File: src/rtl/ifu_fetch.sv
// Instruction fetch stage: holds the architectural PC, fetches one instruction per
// commit over a valid/ready request + valid response handshake, and presents a
// stable inst/pc pair downstream until commit. Halts on ebreak or fetch fault.
module ifu_fetch #(
   parameter int unsigned        XLEN           = 64,
   parameter logic [XLEN-1:0]    PC_RESET       = 64'h8000_0000,
   parameter int unsigned        TIMEOUT_CYCLES = 256
) (
   input  logic             clk,
   input  logic             rst_n,
   output logic             imem_req_valid,
   input  logic             imem_req_ready,
   output logic [XLEN-1:0]  imem_req_addr,
   input  logic             imem_rsp_valid,
   input  logic [31:0]      imem_rsp_data,
   input  logic             imem_rsp_err,
   output logic [31:0]      inst,
   output logic             inst_valid,
   output logic [XLEN-1:0]  pc,
   input  logic             commit,
   input  logic             pc_sel,
   input  logic [XLEN-1:0]  dnpc,
   input  logic             ebreak,
   output logic             halted,
   output logic             fetch_err
);

   localparam logic [31:0] Nop = 32'h0000_0013;

   typedef enum logic [2:0] {StIdle, StReq, StWait, StExec, StHalt} state_e;

   state_e            state_q, state_d;
   logic [XLEN-1:0]   pc_q, pc_d;
   logic [31:0]       inst_q, inst_d;
   logic              inst_valid_q, inst_valid_d;
   logic              halted_q, halted_d;
   logic              fetch_err_q, fetch_err_d;
   logic [31:0]       cnt_q, cnt_d;
   logic [XLEN-1:0]   next_pc;
   logic              timeout_hit;

   // Target for the next fetch; jump targets have bit 0 forced low.
   always_comb begin
      next_pc = pc_sel ? {dnpc[XLEN-1:1], 1'b0} : pc_q + XLEN'(4);
   end

   // Timeout fires on the last allowed waiting cycle; disabled when TIMEOUT_CYCLES is 0.
   always_comb begin
      timeout_hit = 1'b0;
      if (TIMEOUT_CYCLES != 0) begin
         timeout_hit = (cnt_q == 32'(TIMEOUT_CYCLES - 1));
      end
   end

   // Next-state logic for the fetch sequencer.
   always_comb begin
      state_d      = state_q;
      pc_d         = pc_q;
      inst_d       = inst_q;
      inst_valid_d = inst_valid_q;
      halted_d     = halted_q;
      fetch_err_d  = fetch_err_q;
      cnt_d        = cnt_q;
      unique case (state_q)
         StIdle: state_d = StReq;
         StReq: begin
            if (imem_req_ready) begin
               state_d = StWait;
               cnt_d   = '0;
            end
         end
         StWait: begin
            if (imem_rsp_valid) begin
               if (imem_rsp_err) begin
                  fetch_err_d = 1'b1;
                  halted_d    = 1'b1;
                  state_d     = StHalt;
               end else begin
                  inst_d       = imem_rsp_data;
                  inst_valid_d = 1'b1;
                  state_d      = StExec;
               end
            end else if (timeout_hit) begin
               fetch_err_d = 1'b1;
               halted_d    = 1'b1;
               state_d     = StHalt;
            end else begin
               cnt_d = cnt_q + 32'd1;
            end
         end
         StExec: begin
            if (commit) begin
               inst_valid_d = 1'b0;
               if (ebreak) begin
                  halted_d = 1'b1;
                  state_d  = StHalt;
               end else if (next_pc[1]) begin
                  // Misaligned target: pc stays on the offending instruction.
                  fetch_err_d = 1'b1;
                  halted_d    = 1'b1;
                  state_d     = StHalt;
               end else begin
                  pc_d    = next_pc;
                  state_d = StReq;
               end
            end
         end
         StHalt: begin
            inst_valid_d = 1'b0;
            halted_d     = 1'b1;
         end
         default: state_d = StIdle;
      endcase
   end

   // State registers with asynchronous reset.
   always_ff @(posedge clk or negedge rst_n) begin
      if (!rst_n) begin
         state_q      <= StIdle;
         pc_q         <= PC_RESET;
         inst_q       <= Nop;
         inst_valid_q <= 1'b0;
         halted_q     <= 1'b0;
         fetch_err_q  <= 1'b0;
         cnt_q        <= '0;
      end else begin
         state_q      <= state_d;
         pc_q         <= pc_d;
         inst_q       <= inst_d;
         inst_valid_q <= inst_valid_d;
         halted_q     <= halted_d;
         fetch_err_q  <= fetch_err_d;
         cnt_q        <= cnt_d;
      end
   end

   // Outputs are decoded from registered state only.
   always_comb begin
      imem_req_valid = (state_q == StReq);
      imem_req_addr  = pc_q;
      inst           = inst_q;
      inst_valid     = inst_valid_q;
      pc             = pc_q;
      halted         = halted_q;
      fetch_err      = fetch_err_q;
   end

endmodule

File: config.mk
export PLATFORM = sky130hd
export DESIGN_NAME = ifu_fetch
export DESIGN_NICKNAME = d
export VERILOG_FILES = /design/src/rtl/ifu_fetch.sv
export SDC_FILE = /design/constraint.sdc
export NUM_CORES = 1
export LEC_CHECK = 0
export ABC_AREA = 1
export BUFFER_PORTS_ARGS = -buffer_cell sky130_fd_sc_hd__buf_2
export CAP_MARGIN = 10
export CORE_MARGIN = 2
export CORE_UTILIZATION = 59
export CTS_BUF_LIST = sky130_fd_sc_hd__clkbuf_2 sky130_fd_sc_hd__clkbuf_4 sky130_fd_sc_hd__clkbuf_8
export DETAILED_ROUTE_END_ITERATION = 7
export GPL_ROUTABILITY_DRIVEN = 0
export PLACE_DENSITY = 0.89
export SYNTH_ARGS = -nofsm -noshare
export SYNTH_HDL_FRONTEND = slang
export SYNTH_SLANG_ARGS = --single-unit
File: constraint.sdc
create_clock -name clk -period 4.3 [get_ports clk]
set_input_delay 0.43 -clock clk [delete_from_list [all_inputs] [get_ports clk]]
set_output_delay 0.43 -clock clk [all_outputs]
set_load 0.02 [all_outputs]
==> flow_metrics.py <==
metrics = {
    "outcome": {
        "status": "finished, violations left",
        "violations": "DRC",
    },
    "global_routing": {
        "antenna_found_initial": 2,
        "grt_overflow": 0,
        "grt_pass1_wl_mm": 44.9,
        "grt_use_total_pct": 33.5,
        "grt_max_degree": 76,
        "grt_pass1_vias": 9284,
    },
    "floorplan": {
        "dieWidth_um": 131,
        "die_h_um": 131,
        "start_util_pct": 60.1,
        "core_area_sq_mm": 0.0158,
        "num_rows": 46,
        "dieArea_sq_mm": 0.0172,
        "io_pins": 268,
    },
    "drt": {
        "drtIter0Drc": 1245,
        "drtPass1Iterations": 8,
        "drc": 17,
        "ant_nets": 0,
        "via_count": 10300,
        "vias_per_cell": 5.38,
        "wl_per_cell_um": 14.9,
        "finalWirelength_mm": 28.7,
    },
    "finish": {
        "areaGrowthSynthToFinish_pct": 14.5,
        "drive_gt1_share_pct": 21.0,
        "layout.nets": 1796,
    },
    "logic_synthesis": {
        "synthDistinctLibCells": 44,
        "syn_area_sq_mm": 0.00952,
        "synthTopCellsByArea": "dfrtp_1 (34%), nand2_1 (22%), nor2_1 (11%)",
        "synth_top_area_cell": "dfrtp_1",
        "synth_edf_count": 0,
        "dominantRegCellSynth": "dfrtp_1",
        "avgSynthCellArea_sq_um": 6.32,
        "ys_ff_latch": 132,
        "netlist_instances": 1506,
        "synth-seq-area-share_pct": 34.8,
        "synth_warnings": 0,
        "ys_async_sr_fraction_pct": 100,
        "yosysTopAreaCellShare_pct": 33.7,
    },
    "critical_path": {
        "crit_type": "reg2reg",
        "required_ns": 4.65,
        "worstPathArrival_ns": 3.02,
        "path_max_fanout": 11,
        "cp-end-kind": "flop",
        "rrSetupSlack_ns": 1.63,
        "critPathLaunchType": "flop",
    },
    "clock_tree": {
        "cts_tree": "done",
        "postCtsHoldBufs": 0,
        "path_clk_slew_ns": 0.09,
        "cts_setup_buffers": 0,
        "postCtsResizedCells": 0,
        "htreeDepth": 4,
        "cts_root_buffer": "clkbuf_8",
        "cts.path.max_buffers": 2,
        "clk-insertion-delay-late_ns": 0.47,
        "cts_buffers": 17,
        "clock_sinks": 132,
    },
    "timing": {
        "holdWs_ns": 0.00329,
        "hold_viol_final": 0,
        "maxSlewViolCount": 0,
        "fin_skew_ns": 0.0148,
        "tightest_slew_ns": 0.752,
        "tns_ns": 0,
        "slew_headroom_pct": 49.7,
        "period_share_pct": 62.0,
        "finalCriticalPeriod_ns": 2.67,
        "clock.fmax_ghz": 0.375,
        "rsz0062_at_grt": "false",
        "finalSetupViolations": 0,
    },
    "placement": {
        "hpwl_mm": 21.5,
        "io_buffers": 262,
    },
    "worst_hold_path": {
        "hold_path_class": "in2async",
    },
    "power_and_ir_drop": {
        "ir_drop_mv": 0.425,
        "p_leak_uw": 0.00569,
        "p_per_area_mw_per_mm2": 583,
    },
    "run": {
        "maxCapViolations": 0,
    },
}
## logic make-up after synthesis
family,share of synthesized area (%)
buffers and inverters,12.7
AO/OA/AOI/OAI,6.96
AND/OR/NAND/NOR,42.8
flip-flops,34.8
XOR/XNOR,2.49
adder cells (fa/ha/maj),0.263
other,0.0394
## cell type report
type	instances	area, sq um
Fill cell	1381	4930
Timing Repair Buffer	269	1390
Multi-Input combinational cell	1141	5010
Clock inverter	15	186
Inverter	129	497
Tap cell	216	270
Antenna cell	2	5.00
Sequential cell	132	3310
Clock buffer	17	234
## worst paths after layout
path / start / end / cells past startpoint
setup / recovery: imem_req_addr[2]$_DFFE_PN0P_ / imem_req_addr[38]$_DFFE_PN0P_ / 10
min in group clk: imem_rsp_data[1] / inst[1]$_DFFE_PN1P_ / 3
max in group asynchronous: rst_n / imem_req_addr[31]$_DFFE_PN1P_ / 2
hold / removal: rst_n / cnt_q[18]$_DFFE_PN0P_ / 1
hold reg to reg: inst[1]$_DFFE_PN1P_ / inst[1]$_DFFE_PN1P_ / 2
setup reg to reg: imem_req_addr[2]$_DFFE_PN0P_ / imem_req_addr[38]$_DFFE_PN0P_ / 10
## critical path: stages, from the launching register on
cell and delay, ns:
dfrtp_1 0.47, ha_1 0.21, nand2_1 0.10, nor2_2 0.20
nand2_1 0.18, nor2_1 0.63, nand3_1 0.38, nand2_1 0.14
nand2_1 0.06, o21ai_1 0.13, nand2_1 0.06
## where the power goes
part | total [uW] | leakage, uW | internal [uW] | switching (uW)
logic | 2820 | 0.00377 | 895 | 1930
registers | 2390 | 0.00171 | 1680 | 714
clock network | 1150 | 0.000209 | 545 | 600
total | 6360 | 0.00569 | 3120 | 3240
## cells in the mapped netlist, types with 6 or more instances
cell type,count
nand2_2,12
a21oi_1,35
dfrtp_1,128
buf_4,68
o21ai_1,19
o21ai_0,35
nor2_1,281
o22ai_1,6
nand3_1,104
nor2_2,6
clkbuf_1,15
o21ai_2,8
nor2_4,7
nand4_1,15
buf_2,18
inv_2,11
inv_1,116
xor2_1,22
nand2_1,547
## registers in the layout (all words and copies together), names as in the netlist
| name | cells |
|---|---|
| inst | 32 |
| imem_req_addr | 62 |
| fetch_err | 1 |
| inst_valid | 1 |
| cnt_q | 32 |
| halted | 1 |
| state_q | 3 |
## metrics by stage
step / area [sq um] / setup WS [ns] / cells / utilization, % / power, uW
2_1_floorplan: 9530 / 2.49 / 1509 / - / 4410
3_3_place_gp: 10500 / 1.74 / 1887 / 66.2 / 5100
3_5_place_dp: 10500 / 1.69 / 1887 / 66.2 / 5190
4_1_cts: 10900 / 1.75 / 1919 / 68.8 / 6330
5_1_grt: 10900 / 1.47 / 1921 / 68.9 / 6740
6_report: 10900 / 1.63 / 1921 / 68.9 / 6360
## layout by cell type (no fill, tap or decap), types with 7 or more instances in the layout
cell type    n
inv_1      116
a21oi_1     35
nand4_1     15
xor2_1      22
nor2_1     281
o21ai_0     35
nor2_4       7
o21ai_1     19
nand2_1    547
dfrtp_1    128
nand2_2     12
buf_2      261
o21ai_2      8
inv_2       11
clkbuf_8    17
nand3_1    104
## routing by layer
metal  up-vias  track usage, %  wire (um)
met3        91            6.88       3210
met4         0            15.6       1160
li1       4983               -          -
met2       612            52.0      12800
met5         -               0          0
met1      4656            45.2      11600
Note: power is estimated with default switching activity, not from simulation.
